$ cat src/rtl/lsu_pkg.sv
// Shared definitions for the load/store unit.
// Holds the FSM state type, the RISC-V funct3 width codes, the access-size
// decode and the funct3 legality check that depends on the data bus width.
package lsu_pkg;

  typedef enum logic [2:0] {
    ST_IDLE,
    ST_BEAT0,
    ST_BEAT1,
    ST_RESP,
    ST_ERR
  } state_t;

  localparam logic [2:0] F3_B  = 3'b000;
  localparam logic [2:0] F3_H  = 3'b001;
  localparam logic [2:0] F3_W  = 3'b010;
  localparam logic [2:0] F3_D  = 3'b011;
  localparam logic [2:0] F3_BU = 3'b100;
  localparam logic [2:0] F3_HU = 3'b101;
  localparam logic [2:0] F3_WU = 3'b110;

  // Access size in bytes; the low two funct3 bits encode log2(size).
  function automatic logic [3:0] f3_size(input logic [2:0] f3);
    case (f3[1:0])
      2'b00:   return 4'd1;
      2'b01:   return 4'd2;
      2'b10:   return 4'd4;
      default: return 4'd8;
    endcase
  endfunction

  // Doubleword and unsigned-word accesses only exist on a 64-bit bus.
  function automatic logic f3_legal(input logic [2:0] f3, input int unsigned dw);
    case (f3)
      F3_B, F3_H, F3_W, F3_BU, F3_HU: return 1'b1;
      F3_D, F3_WU:                    return (dw == 32'd64);
      default:                        return 1'b0;
    endcase
  endfunction

  // B/H/W/D sign-extend, the U variants zero-extend.
  function automatic logic f3_signed(input logic [2:0] f3);
    return ~f3[2];
  endfunction

endpackage

$ cat src/rtl/lsu_align.sv
// Per-beat lane alignment for the load/store unit (purely combinational).
// Ports:
//   lane      byte lane of the effective address within a bus word
//   f3        funct3 width code (size and signedness)
//   hi_beat   0 = produce beat0 (low word) values, 1 = beat1 (next word)
//   st_data   store source value; only its low `size` bytes are used
//   ld_lo     read data of the word holding the first byte of the access
//   ld_hi     read data of the following word (same as ld_lo if not split)
//   be        byte enables for the selected beat
//   wr_data   lane-positioned store data for the selected beat
//   ld_result load value extracted from ld_lo/ld_hi and extended to DW
module lsu_align
  import lsu_pkg::*;
#(
  parameter int DW = 32,
  localparam int NB = DW / 8,
  localparam int LW = $clog2(NB)
) (
  input  logic [LW-1:0] lane,
  input  logic [2:0]    f3,
  input  logic          hi_beat,
  input  logic [DW-1:0] st_data,
  input  logic [DW-1:0] ld_lo,
  input  logic [DW-1:0] ld_hi,
  output logic [NB-1:0] be,
  output logic [DW-1:0] wr_data,
  output logic [DW-1:0] ld_result
);

  logic [3:0]      size;
  logic [NB-1:0]   size_mask;
  logic [DW-1:0]   st_masked;
  logic [2*NB-1:0] be_wide;
  logic [2*DW-1:0] st_wide;
  logic [2*DW-1:0] ld_cat;
  logic [DW-1:0]   ld_bytes;
  logic            sign_bit;
  logic            ext_bit;

  assign size   = f3_size(f3);
  assign ld_cat = {ld_hi, ld_lo};

  generate
    for (genvar gi = 0; gi < NB; gi++) begin : g_lane
      assign size_mask[gi]        = (32'(gi) < {28'd0, size});
      assign st_masked[8*gi +: 8] = size_mask[gi] ? st_data[8*gi +: 8] : 8'h00;
      // Result byte gi comes from byte (lane + gi) of the two-word window.
      assign ld_bytes[8*gi +: 8]  = ld_cat[8*(32'(lane) + gi) +: 8];
      assign ld_result[8*gi +: 8] = size_mask[gi] ? ld_bytes[8*gi +: 8] : {8{ext_bit}};
    end
  endgenerate

  // Shift into a two-word window: the low half is beat0, the high half is
  // whatever spilled over into the next word (beat1).
  assign be_wide = {{NB{1'b0}}, size_mask} << lane;
  assign st_wide = {{DW{1'b0}}, st_masked} << {lane, 3'b000};

  assign be      = hi_beat ? be_wide[2*NB-1:NB] : be_wide[NB-1:0];
  assign wr_data = hi_beat ? st_wide[2*DW-1:DW] : st_wide[DW-1:0];

  always_comb begin
    sign_bit = ld_bytes[DW-1];
    case (size)
      4'd1:    sign_bit = ld_bytes[7];
      4'd2:    sign_bit = ld_bytes[15];
      4'd4:    sign_bit = ld_bytes[31];
      default: sign_bit = ld_bytes[DW-1];
    endcase
  end

  assign ext_bit = sign_bit & f3_signed(f3);

endmodule

$ cat src/rtl/lsu.sv
// Load/store unit: accepts one load/store per handshake from execute,
// forms base+offset, drives the data-bus request/ready interface (one beat,
// or two beats for word-crossing accesses when MISALIGN_EN=1) and returns
// the extended load result for writeback.
// Ports:
//   clk, rst                       clock, asynchronous active-high reset
//   ex_valid/ex_ready              op handshake from execute
//   op_load, op_store, funct3      operation kind and width code
//   base, offset, st_data          address operands and store source
//   ls_done, ls_err                completion / error pulses
//   rd_we, rd_data                 load writeback strobe and value
//   d_addr, d_be, d_wr_data        registered bus beat address/enables/data
//   d_wr_req/d_wr_ready            store request / acceptance
//   d_rd_req/d_rd_ready, d_rd_data load request / response
module lsu
  import lsu_pkg::*;
#(
  parameter int DW          = 32,
  parameter int AW          = 32,
  parameter int MISALIGN_EN = 1
) (
  input  logic            clk,
  input  logic            rst,
  input  logic            ex_valid,
  output logic            ex_ready,
  input  logic            op_load,
  input  logic            op_store,
  input  logic [2:0]      funct3,
  input  logic [AW-1:0]   base,
  input  logic [AW-1:0]   offset,
  input  logic [DW-1:0]   st_data,
  output logic            ls_done,
  output logic            ls_err,
  output logic            rd_we,
  output logic [DW-1:0]   rd_data,
  output logic [AW-1:0]   d_addr,
  output logic [DW/8-1:0] d_be,
  output logic            d_wr_req,
  output logic            d_rd_req,
  output logic [DW-1:0]   d_wr_data,
  input  logic            d_wr_ready,
  input  logic            d_rd_ready,
  input  logic [DW-1:0]   d_rd_data
);

  localparam int NB = DW / 8;
  localparam int LW = $clog2(NB);

  state_t state_reg, state_next;

  logic [AW-1:0] ea;
  logic [LW-1:0] ea_lane;
  logic [3:0]    ea_size;
  logic          crosses;
  logic          accept;
  logic          bad_op;
  logic          bus_ack;
  logic          sel_live;

  logic          load_reg;
  logic          split_reg;
  logic [LW-1:0] lane_reg;
  logic [2:0]    f3_reg;
  logic [DW-1:0] st_data_reg;
  logic [DW-1:0] hold_reg;
  logic [DW-1:0] rd_data_reg;
  logic [AW-1:0] d_addr_reg;
  logic [NB-1:0] d_be_reg;
  logic [DW-1:0] d_wr_data_reg;
  logic          d_wr_req_reg;
  logic          d_rd_req_reg;

  logic [LW-1:0] a_lane;
  logic [2:0]    a_f3;
  logic [DW-1:0] a_st;
  logic [DW-1:0] a_ld_lo;
  logic [NB-1:0] a_be;
  logic [DW-1:0] a_wr;
  logic [DW-1:0] a_ld;

  assign ea      = base + offset;
  assign ea_lane = ea[LW-1:0];
  assign ea_size = f3_size(funct3);
  assign crosses = ({{(5-LW){1'b0}}, ea_lane} + {1'b0, ea_size}) > 5'(NB);
  assign accept  = (state_reg == ST_IDLE) & ex_valid & (op_load | op_store);
  assign bad_op  = ~f3_legal(funct3, DW) | (crosses & (MISALIGN_EN == 0));
  assign bus_ack = (d_wr_req_reg & d_wr_ready) | (d_rd_req_reg & d_rd_ready);

  // One aligner serves both beats: while idle it sees the live op so beat0
  // can be registered at accept; afterwards it sees the latched op and
  // produces beat1 values and the load result.
  assign sel_live = (state_reg == ST_IDLE);
  assign a_lane   = sel_live ? ea_lane : lane_reg;
  assign a_f3     = sel_live ? funct3 : f3_reg;
  assign a_st     = sel_live ? st_data : st_data_reg;
  assign a_ld_lo  = (state_reg == ST_BEAT1) ? hold_reg : d_rd_data;

  lsu_align #(.DW(DW)) u_align (
    .lane      (a_lane),
    .f3        (a_f3),
    .hi_beat   (~sel_live),
    .st_data   (a_st),
    .ld_lo     (a_ld_lo),
    .ld_hi     (d_rd_data),
    .be        (a_be),
    .wr_data   (a_wr),
    .ld_result (a_ld)
  );

  always_ff @(posedge clk or posedge rst) begin
    if (rst) begin
      state_reg <= ST_IDLE;
    end else begin
      state_reg <= state_next;
    end
  end

  always_comb begin
    state_next = state_reg;
    ex_ready   = 1'b0;
    ls_done    = 1'b0;
    ls_err     = 1'b0;
    rd_we      = 1'b0;
    case (state_reg)
      ST_IDLE: begin
        ex_ready = 1'b1;
        if (accept) begin
          state_next = bad_op ? ST_ERR : ST_BEAT0;
        end
      end
      ST_BEAT0: begin
        if (bus_ack) begin
          state_next = split_reg ? ST_BEAT1 : ST_RESP;
        end
      end
      ST_BEAT1: begin
        if (bus_ack) begin
          state_next = ST_RESP;
        end
      end
      ST_RESP: begin
        ls_done    = 1'b1;
        rd_we      = load_reg;
        state_next = ST_IDLE;
      end
      ST_ERR: begin
        ls_done    = 1'b1;
        ls_err     = 1'b1;
        state_next = ST_IDLE;
      end
      default: state_next = ST_IDLE;
    endcase
  end

  always_ff @(posedge clk or posedge rst) begin
    if (rst) begin
      load_reg      <= 1'b0;
      split_reg     <= 1'b0;
      lane_reg      <= '0;
      f3_reg        <= '0;
      st_data_reg   <= '0;
      hold_reg      <= '0;
      rd_data_reg   <= '0;
      d_addr_reg    <= '0;
      d_be_reg      <= '0;
      d_wr_data_reg <= '0;
      d_wr_req_reg  <= 1'b0;
      d_rd_req_reg  <= 1'b0;
    end else begin
      case (state_reg)
        ST_IDLE: begin
          if (accept) begin
            load_reg    <= op_load;
            split_reg   <= crosses;
            lane_reg    <= ea_lane;
            f3_reg      <= funct3;
            st_data_reg <= st_data;
            if (!bad_op) begin
              d_addr_reg    <= {ea[AW-1:LW], {LW{1'b0}}};
              d_be_reg      <= a_be;
              d_wr_data_reg <= op_load ? '0 : a_wr;
              d_wr_req_reg  <= ~op_load;
              d_rd_req_reg  <= op_load;
            end
          end
        end
        ST_BEAT0: begin
          if (bus_ack) begin
            if (split_reg) begin
              // Move straight to the next word; the request stays high.
              d_addr_reg    <= d_addr_reg + AW'(NB);
              d_be_reg      <= a_be;
              d_wr_data_reg <= load_reg ? '0 : a_wr;
              hold_reg      <= d_rd_data;
            end else begin
              d_wr_req_reg <= 1'b0;
              d_rd_req_reg <= 1'b0;
              if (load_reg) begin
                rd_data_reg <= a_ld;
              end
            end
          end
        end
        ST_BEAT1: begin
          if (bus_ack) begin
            d_wr_req_reg <= 1'b0;
            d_rd_req_reg <= 1'b0;
            if (load_reg) begin
              rd_data_reg <= a_ld;
            end
          end
        end
        default: ;
      endcase
    end
  end

  assign rd_data   = rd_data_reg;
  assign d_addr    = d_addr_reg;
  assign d_be      = d_be_reg;
  assign d_wr_data = d_wr_data_reg;
  assign d_wr_req  = d_wr_req_reg;
  assign d_rd_req  = d_rd_req_reg;

endmodule

$ cat config.mk
export PLATFORM = sky130hd
export DESIGN_NAME = lsu
export DESIGN_NICKNAME = d
export VERILOG_FILES = /design/src/rtl/lsu_pkg.sv /design/src/rtl/lsu_align.sv /design/src/rtl/lsu.sv
export SDC_FILE = /design/constraint.sdc
export NUM_CORES = 1
export LEC_CHECK = 0
export CAP_MARGIN = 20
export CORE_MARGIN = 4
export CORE_UTILIZATION = 31
export DETAILED_ROUTE_END_ITERATION = 8
export PLACE_DENSITY_LB_ADDON = 0.12
export SLEW_MARGIN = 20
export SYNTH_ARGS = -nofsm -noshare
export SYNTH_HDL_FRONTEND = slang
export SYNTH_SLANG_ARGS = --single-unit
$ cat constraint.sdc
create_clock -name clk -period 8.6 [get_ports clk]
set_clock_uncertainty 0.2 [all_clocks]
set_input_delay 2.58 -clock clk [delete_from_list [all_inputs] [get_ports clk]]
set_output_delay 2.58 -clock clk [all_outputs]
set_load 0.01 [all_outputs]
==> flow_summary.yaml, run 1 <==
status:
  status: "complete, no violations"
timing:
  hold-worst-slack_ns: 0.274
  hold_viol_final: 0
  max_freq_mhz: 155
  slew_headroom: 0.352
  final-max-slew-violation-count: 0
  min_period_ns: 6.43
  worst_pin_slew_ns: 0.969
  finalCritPeriodShare: 0.748
  setup_tns_ns: 0
  rsz0062_at_grt: "false"
  setup_viol: 0
clock_network:
  h-tree-depth: 4
  post_cts_buffers: 0
  root_buffer: "clkbuf_16"
  clk_latency_ns: 0.44
  ctsHoldBuffers: 0
  cts-resized-gates: 0
  cts_made_buffers: 17
  cts_sinks: 174
  clk_pin_slew_worst_paths_ns: 0.07
  cts_tree: "built"
  clockBufferDepth: 2
route:
  antenna_left: 0
  drt_iter0_drc: 901
  drc: 0
  vias_per_cell: 5.36
  wirelength_um: 40200
  wl_per_cell_um: 19.6
  via_count: 10997
  dr.pass1.iters: 5
synth:
  syn_inst: 1389
  synth.distinct_cells: 69
  synth_area_mm2: 0.0116
  synth.ff_latch_count: 174
  syn_area_per_cell_um2: 8.32
  ys_seq_area_frac: 0.377
  async_flop_share: 1.00
  synth-edff-count: 0
  synth_warnings: 0
  synth_ff_type: "dfrtp_1"
final_layout:
  drive_gt1_frac: 0.0720
  diodes: 0
  areaGrowthSynthToFinish_pct: 29.2
  num-nets-final: 1743
global_route:
  overflow: 0
  grt_pass1_wl_um: 62600
  grt_pass1_vias: 10599
  gr-usage-met3: 0.0326
  antenna_found_initial: 1
  grt_use_met2: 0.311
  grt_busiest_layer: "met2"
  met1_usage: 0.271
  grt_max_degree: 97
  grt_use_total: 0.193
floorplan:
  initial_core_util: 0.315
  die_w_um: 201
  num_rows: 70
  dieArea_mm2: 0.0404
  coreArea_mm2: 0.0367
  die_h_um: 201
  io_pins: 244
power_and_ir_drop:
  power_density_mw_per_mm2: 139
  peakVddDrop_uv: 117
  finalPower_mw: 2.07
  p_leak_nw: 6.18
setup_path:
  critPathBufInv: 4
  startpoint_type: "primary input"
  cp.required_ns: 8.74
  path_cells: "clkdlybuf4s50_1, ha_1, inv_1, fa_1, buf_4, inv_1, nor2_4, or2_4, mux2i_1, mux2i_1, nor2b_4, a211oi_4, nand3_2, o221ai_1"
  max_stage_delay_ns: 0.71
  critical_path.max_fanout: 30
  critical_path_class: "in -> reg"
  path_delay_family: "simple AND/OR/NAND/NOR gates"
  crit_path_end_kind: "flip-flop"
  cpMaxStageDelayCell: "a211oi_4"
  critPathArrivalTime_ns: 6.58
placement:
  gp_congestion: 0.858
  placement.io_buffers: 241
  hpwl_um: 29100
run:
  drv_cap: 0
worst_hold_path:
  min_path_type: "reg -> reg"
-- path summary, 6_finish.rpt --
| check | slack, ns | to | start | cells after the start |
|---|---|---|---|---|
| max in group asynchronous | 4.77 | d_wr_data[19]$_DFFE_PP0P_ | rst | 3 |
| min | 0.27 | hold_reg[31]$_DFFE_PP0P_ | hold_reg[31]$_DFFE_PP0P_ | 2 |
| max reg2reg | 4.23 | rd_data[9]$_DFFE_PP0P_ | state_reg[2]$_DFFE_PP0P_ | 12 |
| min in group asynchronous | 2.44 | d_addr[30]$_DFFE_PP0P_ | rst | 2 |
| max | 2.17 | rd_data[9]$_DFFE_PP0P_ | offset[0] | 14 |
| min reg2reg | 0.27 | hold_reg[31]$_DFFE_PP0P_ | hold_reg[31]$_DFFE_PP0P_ | 2 |
-- metal layers --
metal | part of all wire | wire, µm
met4 | 0.017 | 683
met2 | 0.47 | 18900
met1 | 0.47 | 18700
met5 | 0.00032 | 13
met3 | 0.046 | 1870
-- metrics by stage --
step / instances / utilization / setup slack [ns] / instance area (µm²)
finish: 2051 / 0.407 / 2.17 / 14900
global route: 2051 / 0.407 / 1.92 / 14900
CTS: 2051 / 0.406 / 2.17 / 14900
detailed placement: 2019 / 0.391 / 1.70 / 14300
global placement: 2019 / 0.391 / 1.84 / 14300
floorplan: 1390 / - / 1.10 / 11600
-- synthesized netlist by cell type (6+ instances only) --
| library cell | instances | area share |
|---|---|---|
| a2111oi_0 | 6 | 0.0045 |
| a211oi_1 | 29 | 0.019 |
| a21o_1 | 11 | 0.0071 |
| a21oi_1 | 131 | 0.057 |
| a221o_1 | 7 | 0.0061 |
| a22oi_1 | 9 | 0.0058 |
| a31oi_1 | 36 | 0.019 |
| a32o_1 | 6 | 0.0052 |
| and2_1 | 7 | 0.0038 |
| and3_1 | 12 | 0.0065 |
| buf_1 | 16 | 0.0052 |
| buf_2 | 11 | 0.0048 |
| clkbuf_1 | 66 | 0.021 |
| dfrtp_1 | 174 | 0.38 |
| ha_1 | 33 | 0.036 |
| inv_1 | 27 | 0.0088 |
| mux2_2 | 45 | 0.044 |
| mux2i_1 | 64 | 0.055 |
| nand2_1 | 270 | 0.088 |
| nand2b_1 | 7 | 0.0038 |
| nand3_1 | 31 | 0.013 |
| nand4_1 | 13 | 0.0070 |
| nor2_1 | 107 | 0.035 |
| nor2b_1 | 22 | 0.012 |
| nor3_1 | 9 | 0.0039 |
| nor3b_1 | 7 | 0.0045 |
| o211ai_1 | 14 | 0.0091 |
| o21a_1 | 7 | 0.0045 |
| o21ai_0 | 84 | 0.036 |
| o221ai_1 | 11 | 0.0083 |
| o22ai_1 | 15 | 0.0081 |
| o31ai_1 | 7 | 0.0045 |
| or3_1 | 6 | 0.0032 |
| xnor2_1 | 17 | 0.013 |
| xor2_1 | 10 | 0.0076 |
-- placed cells by master (no fill, tap or decap), types with 17 or more instances in the layout --
master,instances
mux2_2,45
dfrtp_1,174
inv_1,26
nand3_1,31
nor2_1,106
nand2_1,269
a21oi_1,131
clkdlybuf4s50_1,241
clkbuf_16,17
a31oi_1,36
xnor2_1,17
mux2i_1,63
buf_4,17
a211oi_1,29
nor2b_1,22
ha_1,33
o21ai_0,84
-- logic make-up (layout without fill, tap and decap cells) --
family,Yosys count,in the layout,synth area share
buffers and inverters,126,319,0.0448
multiplexers,110,110,0.101
AND/OR/NAND/NOR,510,510,0.197
AO/OA/AOI/OAI,406,406,0.221
flip-flops,174,174,0.377
XOR/XNOR,27,27,0.0205
other,1,2,0.000325
adder cells (fa/ha/maj),35,35,0.0392
-- worst min-delay path, stage by stage (launching register included) --
cell	delay (ns)
dfrtp_1	0.34
nand2_1	0.05
nand2_1	0.05
-- cell type report --
| class | instances | area [µm²] |
|---|---|---|
| fillers | 3662 | 21800 |
| multi-input cells | 1090 | 6720 |
| flip-flops and latches | 174 | 4350 |
| repair buffers | 259 | 2560 |
| well taps | 468 | 586 |
| clock buffers | 20 | 447 |
| clock inverters | 12 | 136 |
| inverters | 28 | 115 |
-- power breakdown --
part / total [mW] / switching (mW) / leakage [nW] / internal (mW)
Sequential: 0.852 / 0.0171 / 2.33 / 0.835
Combinational: 0.418 / 0.235 / 3.57 / 0.183
Clock: 0.798 / 0.360 / 0.277 / 0.439
Total: 2.07 / 0.612 / 6.18 / 1.46
(Power assumes the default switching activity.)
==> run 2: changes to the inputs <==
==> constraint.sdc (replaced) <==
create_clock -name clk -period 5.9 [get_ports clk]
set_clock_uncertainty 0.2 [all_clocks]
set_input_delay 1.77 -clock clk [delete_from_list [all_inputs] [get_ports clk]]
set_output_delay 1.77 -clock clk [all_outputs]
set_load 0.01 [all_outputs]
==> flow_summary.yaml, run 2 (synthesis results as in run 1) <==
status:
  status: "complete, no violations"
global_route:
  grt_use_total: 0.194
  overflow: 0
  grt_max_degree: 88
  antenna_found_initial: 0
  grt_pass1_wl_um: 63100
  grt_pass1_vias: 10517
setup_path:
  critical_path_class: "in -> reg"
  crit_path_end_kind: "flip-flop"
  ff2ff_path_depth: 9
  worst_r2r_endpoint: "d_wr_data[21]$_DFFE_PP0P_"
  critPathArrivalTime_ns: 4.92
  startpoint_type: "primary input"
  critical_path.max_fanout: 17
  reg2reg_slack_ns: 2.17
  cp.required_ns: 5.98
  reg2reg_from: "state_reg[2]$_DFFE_PP0P_"
placement:
  dpl-instance-area_mm2: 0.0144
  hpwl_um: 29500
  gp_congestion: 0.817
  placement.io_buffers: 241
  post-place-ws_ns: 0.606
floorplan:
  die_h_um: 201
  die_w_um: 201
  num_rows: 70
  dieArea_mm2: 0.0404
  initial_core_util: 0.315
  io_pins: 244
  coreArea_mm2: 0.0367
clock_network:
  cts_made_buffers: 17
  clk_latency_ns: 0.43
  ctsHoldBuffers: 0
  clockBufferDepth: 2
  root_buffer: "clkbuf_16"
  h-tree-depth: 4
  cts-resized-gates: 0
  cts_sinks: 174
  clk_pin_slew_worst_paths_ns: 0.06
  cts_tree: "built"
  post_cts_buffers: 0
worst_hold_path:
  min_path_type: "reg -> reg"
  min_to: "hold_reg[31]$_DFFE_PP0P_"
  worstHoldStart: "hold_reg[31]$_DFFE_PP0P_"
  min_path_cells: 2
final_layout:
  layout_common_cells: "nand2_1 (269), clkdlybuf4s50_1 (241), dfrtp_1 (174)"
  stdcell_area_mm2: 0.0150
  n_fill_cell: 3711
  areaGrowthSynthToFinish_pct: 30.1
  diodes: 0
  final_common_cell: "nand2_1"
  num-nets-final: 1750
  drive_gt1_frac: 0.0761
timing:
  slew_headroom: 0.515
  min_period_ns: 4.84
  setup_slack_ns: 1.06
  setup_viol: 0
  finalCritPeriodShare: 0.820
  rsz0062_at_grt: "false"
  max_freq_mhz: 207
  final-max-slew-violation-count: 0
  hold_viol_final: 0
  setup_tns_ns: 0
  worst_pin_slew_ns: 0.723
route:
  vias_per_cell: 5.29
  dr.pass1.iters: 5
  via_count: 10880
  drc: 0
  wl_per_cell_um: 19.7
  antenna_left: 0
  wirelength_um: 40600
  drt_iter0_drc: 740
power_and_ir_drop:
  power_density_mw_per_mm2: 206
  p_leak_nw: 6.23
  peakVddDrop_uv: 188
run:
  drv_cap: 0
run 2: cell types whose count changed in the layout (fill, tap and decap cells not counted), moves of 2 or more:
cell / previous run / this run
clkbuf_1: 2 / 0
bufinv_16: 2 / 4
buf_4: 17 / 23
inv_6: 5 / 3
run 2: how the worst max path moves through the flow:
stage,start,to
after floorplan,offset[0],rd_data[24]$_DFFE_PP0P_
after global placement,offset[0],rd_data[15]$_DFFE_PP0P_
after detailed placement,offset[0],rd_data[9]$_DFFE_PP0P_
after CTS,offset[0],rd_data[9]$_DFFE_PP0P_
after global routing,offset[0],rd_data[15]$_DFFE_PP0P_
final,base[0],rd_data[9]$_DFFE_PP0P_
run 2: cell type report:
class,count,area (µm²),share of cell area
well taps,468,586,0.0390
multi-input cells,1090,6720,0.447
flip-flops and latches,174,4350,0.290
clock buffers,18,439,0.0292
clock inverters,13,189,0.0126
repair buffers,266,2630,0.175
inverters,28,114,0.00758
run 2: per-stage QoR:
step / std cells / util / hold WS, ns / power [mW]
3_3_place_gp: 2026 / 0.392 / 0.257 / 1.87
3_5_place_dp: 2026 / 0.392 / 0.262 / 1.87
6_report: 2057 / 0.409 / 0.274 / 3.09
2_1_floorplan: 1390 / - / 0.240 / 1.62
4_1_cts: 2057 / 0.409 / 0.279 / 3.13
5_1_grt: 2057 / 0.409 / 0.291 / 3.24
run 2: metal layers:
layer	track usage	routed length (µm)
met1	0.271	19300
met2	0.320	19100
met3	0.0351	1880
met4	0.0295	314
met5	0	0
run 2: power by group:
| group | internal, mW | switching [mW] | leakage [nW] |
|---|---|---|---|
| logic | 0.272 | 0.338 | 3.60 |
| registers | 1.22 | 0.0257 | 2.33 |
| clock network | 0.722 | 0.517 | 0.303 |
run 2: critical path: stages:
cell             delay [ns]
clkdlybuf4s50_1        0.48
ha_1                   0.17
inv_1                  0.05
fa_1                   0.53
inv_1                  0.13
nor2_4                 0.24
or2_4                  0.19
mux2_2                 0.34
mux2i_1                0.19
nor2b_4                0.21
a211oi_4               0.05
buf_4                  0.24
nand3_2                0.17
o221ai_1               0.14
==> run 3: changes to the inputs <==
==> constraint.sdc (replaced) <==
create_clock -name clk -period 3.9 [get_ports clk]
set_clock_uncertainty 0.2 [all_clocks]
set_input_delay 1.17 -clock clk [delete_from_list [all_inputs] [get_ports clk]]
set_output_delay 1.17 -clock clk [all_outputs]
set_load 0.01 [all_outputs]
==> flow_summary.yaml, run 3 (synthesis results as in run 1) <==
final_layout:
  area.sequential_mm2: 0.00435
  layout_common_cells: "nand2_1 (269), clkdlybuf4s50_1 (239), dfrtp_1 (174)"
  n_fill_cell: 3677
  drive_gt1_frac: 0.139
  stdcell_area_mm2: 0.0159
  multi_input_area_mm2: 0.00684
  layout.cells.non_filler: 2151
  areaGrowthSynthToFinish_pct: 37.6
  num-nets-final: 1841
  final_common_cell: "nand2_1"
setup_path:
  reg2reg_slack_ns: 0.58
  critical_path_class: "in -> reg"
  reg2reg_from: "state_reg[1]$_DFFE_PP0P_"
  path_cells: "clkdlybuf4s50_1, ha_1, a21oi_1, nor2_1, o21ai_1, a211oi_2, o21a_1, o311ai_1, a31o_2, mux2i_1, a211oi_1"
  max_stage_delay_ns: 0.42
  cpMaxStageDelayCell: "clkdlybuf4s50_1"
  cp.required_ns: 4.01
  critPathArrivalTime_ns: 3.88
  critical_path.max_fanout: 4
  worst_r2r_endpoint: "d_wr_data[4]$_DFFE_PP0P_"
  startpoint_type: "primary input"
  ff2ff_path_depth: 8
  crit_path_end_kind: "flip-flop"
power_and_ir_drop:
  swShare: 0.297
  peakVddDrop_uv: 270
  p_sw_mw: 1.39
  finalPower_mw: 4.67
  power_density_mw_per_mm2: 294
  p_leak_nw: 6.71
  p_seq_frac: 0.403
  power.internal_mw: 3.28
  pwr-share-clk: 0.371
  combPwrFrac: 0.226
floorplan:
  die_h_um: 201
  coreArea_mm2: 0.0367
  io_pins: 244
  die_w_um: 201
  dieArea_mm2: 0.0404
  initial_core_util: 0.315
  num_rows: 70
clock_network:
  clk_pin_slew_worst_paths_ns: 0.07
  clockBufferDepth: 2
  root_buffer: "clkbuf_16"
  cts_tree: "built"
  clk_latency_ns: 0.44
  ctsHoldBuffers: 0
  h-tree-depth: 4
  cts_made_buffers: 17
  cts_sinks: 174
timing:
  max_freq_mhz: 265
  hold_viol_final: 0
  min_period_ns: 3.77
  rsz0062_at_grt: "false"
  worst_pin_slew_ns: 1.20
  setup_viol: 0
  final-max-slew-violation-count: 0
  finalCritPeriodShare: 0.967
  slew_headroom: 0.195
worst_hold_path:
  min_to: "hold_reg[29]$_DFFE_PP0P_"
  min_path_type: "reg -> reg"
  worstHoldStart: "hold_reg[29]$_DFFE_PP0P_"
  min_path_cells: 2
placement:
  gp_congestion: 0.830
  hpwl_um: 30700
  placement.io_buffers: 241
  dp_cells: 2116
  dpl-instance-area_mm2: 0.0152
route:
  dr.pass1.iters: 6
  drc: 0
  wl_per_cell_um: 19.1
  drt_iter0_drc: 827
  antenna_left: 0
  via_count: 11347
  wirelength_um: 41000
  vias_per_cell: 5.28
global_route:
  grt_use_met2: 0.314
  grt_pass1_vias: 10998
  overflow: 0
  grt_pass1_wl_um: 64200
  gr-usage-met3: 0.0363
  grt_max_degree: 47
  antenna_found_initial: 6
  grt_busiest_layer: "met2"
  grt_use_total: 0.197
  met1_usage: 0.277
run:
  drv_cap: 0
status:
  status: "complete, no violations"
[run 3: cell count changes in the layout (fill, tap and decap cells not counted), sizes merged]
cell | previous run | this run
clkdlybuf4s50 | 241 | 239
dlymetal6s2s | 0 | 2
clkbuf | 18 | 21
bufinv | 4 | 1
clkinvlp | 3 | 4
buf | 25 | 116
diode | 0 | 2
[run 3: worst max path at each step]
stage | slack (ns) | to | from | cells after the start
after global routing | 0.006 | d_addr[30]$_DFFE_PP0P_ | offset[2] | 12
after floorplan | 0.00004 | rd_data[24]$_DFFE_PP0P_ | offset[0] | 14
after global placement | -0.46 | d_addr[30]$_DFFE_PP0P_ | offset[0] | 13
final | 0.13 | d_addr[29]$_DFFE_PP0P_ | offset[1] | 11
after CTS | 0.02 | rd_data[17]$_DFFE_PP0P_ | offset[0] | 14
after detailed placement | -0.56 | d_addr[30]$_DFFE_PP0P_ | offset[0] | 13
[run 3: power by group through the flow]
stage / Clock, mW / Sequential (mW) / Combinational (mW)
2_1_floorplan: 0 / 1.91 / 0.537
3_3_place_gp: 0 / 1.91 / 1.02
3_5_place_dp: 0 / 1.92 / 1.02
4_1_cts: 1.78 / 1.88 / 1.04
5_1_grt: 1.86 / 1.89 / 1.15
6_report: 1.73 / 1.88 / 1.05
[run 3: final cells by class]
cell class,count,share of cell area
multi-input combinational,1090,0.430
sequential,174,0.274
timing repair buffer,357,0.216
tap,468,0.0368
clock buffer,21,0.0296
inverter,28,0.00716
clock inverter,11,0.00669
antenna,2,0.000315
[run 3: stage by stage]
stage | setup slack, ns | hold WS [ns] | util | TNS (ns)
final | 0.130 | 0.274 | 0.433 | 0
after detailed placement | -0.558 | 0.259 | 0.414 | -15.82
after CTS | 0.0246 | 0.278 | 0.430 | 0
after floorplan | 0.0000442 | 0.240 | - | 0
after global placement | -0.457 | 0.256 | 0.414 | -14.26
after global routing | 0.00553 | 0.289 | 0.433 | 0
[run 3: timing repair]
item                                    in CTS  in global routing
pin swaps                                    0                 11
setup buffers                                0                  1
endpoints found under the setup margin       5                 34
gates resized for setup                      7                 24
[run 3: critical path, delay by kind of cell]
family	cells	cell delay [ns]
simple gates	1	0.12
buf+inv	1	0.42
fa+ha+maj	1	0.30
compound gates	7	1.60
mux	1	0.28
[run 3: metal layers]
| metal | wire, µm | share of wire | up-vias |
|---|---|---|---|
| met1 | 19100 | 0.47 | 5392 |
| met3 | 2280 | 0.056 | 44 |
| met4 | 682 | 0.017 | 8 |
| li1 | - | - | 5553 |
| met5 | 51 | 0.0012 | - |
| met2 | 18900 | 0.46 | 350 |
